### src/rtl/ex_mem_reg_pkg.sv
// Shared EX/MEM pipeline definitions: trap FSM states, datapath widths and
// the MEM control bundle ordering {reg_wr, mem_rd, mem_wr, mem2reg}.
package ex_mem_reg_pkg;

  localparam int DW       = 32;
  localparam int RW       = 5;
  localparam int REG_ZERO = 0;

  typedef enum logic {
    IDLE      = 1'b0,
    TRAP_PEND = 1'b1
  } trap_state_e;

  typedef struct packed {
    logic reg_wr;
    logic mem_rd;
    logic mem_wr;
    logic mem2reg;
  } mem_ctrl_t;

endpackage

### src/rtl/ex_mem_reg_exc_trap_fsm.sv
// Overflow trap tracker: records the faulting PC, raises exc_req and kills
// every instruction entering MEM until the handler acknowledges.
module exc_trap_fsm #(
  parameter int DW = ex_mem_reg_pkg::DW
) (
  input  logic          clk,
  input  logic          rst_n,
  input  logic          flush,
  input  logic          stall,
  input  logic          ex_valid,
  input  logic          ex_ovf,
  input  logic          ex_ovf_chk,
  input  logic [DW-1:0] ex_pc,
  input  logic          exc_ack,
  output logic          trap_kill,
  output logic          exc_req,
  output logic [DW-1:0] exc_epc
);
  import ex_mem_reg_pkg::*;

  trap_state_e   state_q, state_d;
  logic [DW-1:0] epc_q, epc_d;
  logic          ovf_trap;

  assign ovf_trap = ex_ovf & ex_ovf_chk;

  always_ff @(posedge clk) begin
    if (!rst_n) begin
      state_q <= IDLE;
      epc_q   <= '0;
    end else begin
      state_q <= state_d;
      epc_q   <= epc_d;
    end
  end

  // A new trap is only taken on an edge that actually loads MEM.
  always_comb begin
    state_d = state_q;
    epc_d   = epc_q;
    case (state_q)
      IDLE: begin
        if (!flush && !stall && ex_valid && ovf_trap) begin
          state_d = TRAP_PEND;
          epc_d   = ex_pc;
        end
      end
      TRAP_PEND: begin
        if (exc_ack) state_d = IDLE;
      end
      default: state_d = IDLE;
    endcase
  end

  always_comb begin
    exc_req   = (state_q == TRAP_PEND);
    trap_kill = ovf_trap | exc_req;
  end

  assign exc_epc = epc_q;

endmodule

### src/rtl/ex_mem_reg.sv
// EX/MEM pipeline register with stall/flush and precise overflow traps.
// Define EXMEM_FWD_EN to expose the MEM-stage forwarding outputs.
module ex_mem_reg #(
  parameter int DW = ex_mem_reg_pkg::DW,
  parameter int RW = ex_mem_reg_pkg::RW
) (
  input  logic          clk,
  input  logic          rst_n,
  input  logic          ex_valid,
  input  logic [DW-1:0] ex_result,
  input  logic          ex_zero,
  input  logic          ex_ovf,
  input  logic          ex_ovf_chk,
  input  logic [DW-1:0] ex_store_data,
  input  logic [RW-1:0] ex_dst,
  input  logic          ex_reg_wr,
  input  logic          ex_mem_rd,
  input  logic          ex_mem_wr,
  input  logic          ex_mem2reg,
  input  logic [DW-1:0] ex_pc,
  input  logic          stall,
  input  logic          flush,
  input  logic          exc_ack,
  output logic          mem_valid,
  output logic [DW-1:0] mem_result,
  output logic [DW-1:0] mem_store_data,
  output logic          mem_zero,
  output logic [RW-1:0] mem_dst,
  output logic          mem_reg_wr,
  output logic          mem_mem_rd,
  output logic          mem_mem_wr,
  output logic          mem_mem2reg,
  output logic          exc_req,
  output logic [DW-1:0] exc_epc
`ifdef EXMEM_FWD_EN
  ,
  output logic          fwd_en,
  output logic [RW-1:0] fwd_dst,
  output logic [DW-1:0] fwd_data
`endif
);
  import ex_mem_reg_pkg::*;

  logic          valid_q, valid_d;
  logic [DW-1:0] result_q, result_d;
  logic [DW-1:0] store_q, store_d;
  logic          zero_q, zero_d;
  logic [RW-1:0] dst_q, dst_d;
  mem_ctrl_t     ctrl_q, ctrl_d;
  mem_ctrl_t     ex_ctrl;
  logic          trap_kill;
  logic          live;

  exc_trap_fsm #(.DW(DW)) u_trap (
    .clk        (clk),
    .rst_n      (rst_n),
    .flush      (flush),
    .stall      (stall),
    .ex_valid   (ex_valid),
    .ex_ovf     (ex_ovf),
    .ex_ovf_chk (ex_ovf_chk),
    .ex_pc      (ex_pc),
    .exc_ack    (exc_ack),
    .trap_kill  (trap_kill),
    .exc_req    (exc_req),
    .exc_epc    (exc_epc)
  );

  assign ex_ctrl = {ex_reg_wr, ex_mem_rd, ex_mem_wr, ex_mem2reg};
  assign live    = ex_valid & ~trap_kill;

  // Killed instructions still load result/zero/dst so they stay visible for debug.
  always_comb begin
    valid_d  = valid_q;
    result_d = result_q;
    store_d  = store_q;
    zero_d   = zero_q;
    dst_d    = dst_q;
    ctrl_d   = ctrl_q;
    if (flush) begin
      valid_d = 1'b0;
      ctrl_d  = '0;
    end else if (!stall) begin
      valid_d  = live;
      ctrl_d   = live ? ex_ctrl : '0;
      result_d = ex_result;
      store_d  = ex_store_data;
      zero_d   = ex_zero;
      dst_d    = ex_dst;
    end
  end

  always_ff @(posedge clk) begin
    if (!rst_n) begin
      valid_q  <= 1'b0;
      result_q <= '0;
      store_q  <= '0;
      zero_q   <= 1'b0;
      dst_q    <= '0;
      ctrl_q   <= '0;
    end else begin
      valid_q  <= valid_d;
      result_q <= result_d;
      store_q  <= store_d;
      zero_q   <= zero_d;
      dst_q    <= dst_d;
      ctrl_q   <= ctrl_d;
    end
  end

  assign mem_valid      = valid_q;
  assign mem_result     = result_q;
  assign mem_store_data = store_q;
  assign mem_zero       = zero_q;
  assign mem_dst        = dst_q;
  assign mem_reg_wr     = ctrl_q.reg_wr;
  assign mem_mem_rd     = ctrl_q.mem_rd;
  assign mem_mem_wr     = ctrl_q.mem_wr;
  assign mem_mem2reg    = ctrl_q.mem2reg;

`ifdef EXMEM_FWD_EN
  assign fwd_en   = valid_q & ctrl_q.reg_wr & ~ctrl_q.mem2reg & (dst_q != RW'(REG_ZERO));
  assign fwd_dst  = dst_q;
  assign fwd_data = result_q;
`endif

endmodule

### config.mk
export PLATFORM = sky130hd
export DESIGN_NAME = ex_mem_reg
export DESIGN_NICKNAME = d
export VERILOG_FILES = /design/src/rtl/ex_mem_reg_pkg.sv /design/src/rtl/ex_mem_reg_exc_trap_fsm.sv /design/src/rtl/ex_mem_reg.sv
export SDC_FILE = /design/constraint.sdc
export NUM_CORES = 1
export LEC_CHECK = 0
export BUFFER_PORTS_ARGS = -buffer_cell sky130_fd_sc_hd__buf_2
export CORE_ASPECT_RATIO = 1.2
export CORE_MARGIN = 4
export CORE_UTILIZATION = 46
export CTS_BUF_LIST = sky130_fd_sc_hd__clkbuf_4 sky130_fd_sc_hd__clkbuf_8
export CTS_CLUSTER_SIZE = 40
export DETAILED_ROUTE_END_ITERATION = 12
export PLACE_DENSITY = 0.85
export SYNTH_ARGS = -nofsm -noshare
export SYNTH_HDL_FRONTEND = slang
export SYNTH_SLANG_ARGS = --single-unit
### constraint.sdc
create_clock -name clk -period 1.8 [get_ports clk]
set_clock_uncertainty 0.15 [all_clocks]
set_input_delay 0.36 -clock clk [delete_from_list [all_inputs] [get_ports clk]]
set_output_delay 0.36 -clock clk [all_outputs]
set_load 0.1 [all_outputs]
; Word-level counts from Yosys, hierarchy flattened
; Index checks and enable logic that the tools add are counted.
[op_classes]
n_mux = 4
bitwise_logic = 8
reduce_logical = 8
[ops]
columns = op, n
row1 = 1-bit NOT, 5
row2 = 4-bit 2-to-1 mux, 1
row3 = 2-bit AND reduction, 2
row4 = 1-bit logical AND, 3
row5 = 1-bit AND, 2
row6 = 1-bit logical NOT, 2
row7 = 1-bit 2-to-1 mux, 2
row8 = 1-bit case mux with 2 select lines, 1
row9 = 2-bit OR reduction, 1
row10 = 1-bit bitwise OR, 1
[totals]
register_bits = 108
output_inout_bits = 108
elab_cells = 31

; Depth between registers and ports, before layout
[logic_depth]
depth_word = 6
mapped_depth = 6

; Hierarchy
; From an unflattened synthesis, not the netlist that was laid out.
[hier_totals]
cells_unflattened = 485
area_unflattened_um2 = 4468.0
[modules_own_cells]
columns = module, instances, cells_each, area_each_um2, seq_area_each_um2
row1 = ex_mem_reg, 1, 341, 3111.7, 1501.4
row2 = exc_trap_fsm, 1, 144, 1356.3, 660.6

; Worst setup path after synthesis
; No wires, ideal clock.
[synth_path]
path_kind = register to register
start = register u_trap.state_q, in the netlist u_trap.exc_req
end = register u_trap.state_q, in the netlist u_trap.exc_req
setup_ns = 0.115
arrival_time_ns = 1.730
required_time_ns = 1.535
setup_slack_ns = -0.194
stages_incl_launch_ff = 6
n_path_buf = 2
synth_period_minus_slack_ns = 1.994
path_cell_list = dfxtp_1 -> nor3b_4 -> nor3b_2 -> buf_6 -> buf_12 -> o21a_1
[synth_via]
elab_chain_cells = 2
[synth_lines]
columns = element, line_no
row1 = from (decl), ex_mem_reg_exc_trap_fsm.sv:21  ; trap_state_e state_q, state_d;
row2 = from (signal assigned), ex_mem_reg_exc_trap_fsm.sv:32  ; state_q <= state_d;
row3 = 1-bit NOT (no line), --
row4 = 1-bit case mux with 2 select lines *, ex_mem_reg_exc_trap_fsm.sv:41  ; case (state_q)
; Every way passes the cells marked *; elsewhere a longest branch is shown, timed or not.
; A chain may end at the register's enable or synchronous reset.

; Worst setup path in the final report
[layout_path]
start = register ctrl_q (netlist bit mem_reg_wr)
end = output port mem_reg_wr
[layout_lines]
columns = element, line_no
row1 = from (decl), ex_mem_reg.sv:49  ; mem_ctrl_t ctrl_q, ctrl_d;
row2 = from (signal assigned), ex_mem_reg.sv:107  ; ctrl_q <= ctrl_d;
row3 = to (decl), ex_mem_reg.sv:29  ; output logic mem_reg_wr,
; No word-level cell between the ends.

==> flow_summary.yaml <==
outcome:
  result_of_the_run: "complete, no violations"
floorplan:
  floorplan.die_area_sq_mm: 0.0105
  dieWidth_um: 94.2
  die_height_um: 111
  floorplan.rows: 37
  floorplan.core_area_sq_mm: 0.00866
  initial_utilization_pct: 47.4
  io-pin-count: 222
sta:
  achievable-frequency_ghz: 0.600
  fin_ws_ns: 0.135
  finalSetupViolCount: 0
  timing.final.crit_share_pct: 92.5
  finalMaxSlewViolations: 0
  tns_ns: 0
  slew-limit-headroom_pct: 66.7
  layout_min_cycle_time_ns: 1.67
  report.final.hold_viol_count: 0
  rsz_0062_raised_after_global_routing: "no"
  pin_slew_with_the_least_headroom_to_its_limit_ns: 0.502
clock_tree:
  cts_resized: 0
  cts_hold_buffers: 0
  tritoncts: "yes"
  h-tree-depth: 3
  tritoncts.num_buffers: 9
  clk_pin_slew_ns: 0.10
  tritoncts_num_sinks: 108
  cts-root-to-sink-buffers: 2
  worst_skew_pair.late_latency_ns: 0.34
  cts_root_buffer: "sky130_fd_sc_hd__clkbuf_8"
  post_cts.repair.setup_buffers: 0
pwr:
  power.ir.vdd_worst_uv: 483
  post-layout-total-power_uw: 4960
  power_per_cell_area_mw_per_mm2: 905
  total_leakage_power_uw: 0.00256
route:
  drt-pass1-iter-count: 4
  vias: 3834
  post_drt_wl_per_cell_um: 13.4
  vias_per_cell: 4.83
  drc_errors: 0
  first_iter_violations: 102
  route.antenna.remaining_nets: 0
  drt_wl_total_mm: 10.7
worst_setup_path:
  critical_path.n_buffers_inverters: 1
  worst_r2r_path_depth: 4
  cp_slowest_stage_delay_ns: 0.44
  start_kind: "flop"
  critical_path.top_delay_family: "buffers and inverters"
  critical_path_peak_fanout: 2
  cp_cell_sequence: "buf_2"
  worst-endpoint-arrival_ns: 1.16
  crit_required_ns: 1.29
  endpoint_kind: "output port"
  reg2reg_setup_slack_ns: 0.31
  reg2reg_to: "u_trap.exc_epc[20]"
  reg2reg_launch_point: "u_trap.exc_req"
  critPathSlowestCell: "sky130_fd_sc_hd__buf_2"
  timing.setup.critical_path_class: "flop to output port"
grt:
  grt_util_all_layers_pct: 19.9
  vias_in_the_first_global_route: 3777
  grt_pass1_wl_mm: 17.0
  grt.overflow.total: 0
  maximum_number_of_pins_on_one_net_before_global_route_repair: 71
  antenna_found_initial: 0
placed_design:
  port-buffer-count: 221
  pre_cts_slack_ns: 0.0608
  finalWeightedCongestion: 0.769
  post-dp-hpwl_mm: 7.95
final_layout:
  design.final.nets: 786
  synth_to_layout_area_growth_pct: 33.6
  post_route_cells_drive_above_1_share_pct: 36.9
  insertedDiodeCount: 0
hold_path:
  worst_min_delay_path_category: "primary input to flop"
  min_delay_worst_endpoint: "mem_dst[2]"
  holdPathStages: 3
  hold_path_startpoint: "ex_dst[2]"
synth:
  yosys.cell_count.top_type: "sky130_fd_sc_hd__nand2_1"
  number_of_enable_flip_flop_cells_after_synthesis: 0
  synth_cell_type_count: 18
  netlist.top_cell.by_area: "sky130_fd_sc_hd__dfxtp_1"
  synth.top_cell.area_share_pct: 52.7
  synth_flop_cell: "sky130_fd_sc_hd__dfxtp_1"
  netlist_instances: 467
  syn_avg_cell_area_sq_um: 8.78
  synth-seq-cells: 108
  ys_async_sr_fraction_pct: 0
  synth_fp_nets: 581
  yosysWarnings: 0
  synthTopCellsByCount: "sky130_fd_sc_hd__nand2_1, sky130_fd_sc_hd__dfxtp_1, sky130_fd_sc_hd__a21boi_0"
  yosys-top-cells-area: "sky130_fd_sc_hd__dfxtp_1, sky130_fd_sc_hd__nand2_1, sky130_fd_sc_hd__a21boi_0"
  syn-cell-area_sq_mm: 0.00410
  seq_area_frac_synth_pct: 52.7
flow_run:
  max_capacitance_violation_count: 0
-- kinds of logic after synthesis --
group / count (synthesis) / synth area share (%)
buf+inv: 35 / 4.91
mux: 32 / 7.81
simple gates: 216 / 20.5
compound gates: 76 / 14.0
flops: 108 / 52.7
-- worst max path at each step --
stage,start,endpoint,slack [ns],cells past startpoint
5_1_grt,mem_reg_wr,mem_reg_wr,0.07,1
4_1_cts,mem_reg_wr,mem_reg_wr,0.09,1
3_3_place_gp,stall,u_trap.exc_epc[22],0.11,5
3_5_place_dp,stall,u_trap.exc_epc[29],0.06,5
2_1_floorplan,u_trap.exc_req,u_trap.exc_epc[10],0.12,5
6_report,mem_reg_wr,mem_reg_wr,0.13,1
-- registers in the layout (all words and copies together), names as in the netlist --
signal / cells
u_trap.exc_req: 1
mem_reg_wr: 1
mem_zero: 1
mem_result: 32
mem_store_data: 32
mem_dst: 5
mem_valid: 1
mem_mem_rd: 1
mem_mem2reg: 1
mem_mem_wr: 1
u_trap.exc_epc: 32
-- per-layer routing --
metal  GRT usage [%]  vias to the layer above  wire length, um
li1                -                     1905                -
met1            21.7                     1709             4050
met2            35.1                      194             5190
met3            5.68                       26             1130
met4            9.34                        0              296
met5               0                        -                0
-- power breakdown --
part	internal, uW	leakage, uW	switching (uW)
Combinational	243	0.00158	832
Sequential	2470	0.000880	40.0
Clock	611	0.0000982	762
-- layout make-up --
cell class                 instances  area (sq um)
tap                              117           146
fill                             734          3180
sequential                       108          2160
multi-input combinational        324          1750
clock inverter                     4          22.5
timing repair buffer             229          1230
clock buffer                      12           165
-- cells in the final DEF, fill, tap and decap left out --
cell	synthesis	routed
sky130_fd_sc_hd__a21boi_0	70	70
sky130_fd_sc_hd__a22oi_1	1	1
sky130_fd_sc_hd__a32oi_1	4	4
sky130_fd_sc_hd__buf_12	3	5
sky130_fd_sc_hd__buf_2	5	220
sky130_fd_sc_hd__buf_4	0	4
sky130_fd_sc_hd__clkbuf_8	0	12
sky130_fd_sc_hd__clkinv_2	0	3
sky130_fd_sc_hd__clkinvlp_4	0	1
sky130_fd_sc_hd__dfxtp_1	108	107
sky130_fd_sc_hd__dfxtp_2	0	1
sky130_fd_sc_hd__mux2i_1	32	32
sky130_fd_sc_hd__nand2_1	205	205
sky130_fd_sc_hd__nand2b_1	1	1
sky130_fd_sc_hd__nor2_1	6	5
sky130_fd_sc_hd__nor2_4	0	1
sky130_fd_sc_hd__nor2b_1	1	1
sky130_fd_sc_hd__nor3b_4	1	2
sky130_fd_sc_hd__o21a_1	1	1
sky130_fd_sc_hd__or2_2	1	1
-- metrics by stage --
step,util [%],hold slack (ns),instance area (sq um),instances
global placement,61.1,0.288,5290,778
finish,63.3,0.0924,5480,794
global route,63.3,0.0754,5480,794
floorplan,-,0.352,4100,467
detailed placement,61.1,0.296,5290,778
CTS,63.3,0.0682,5480,794
Power figures use the tool's default switching activity.
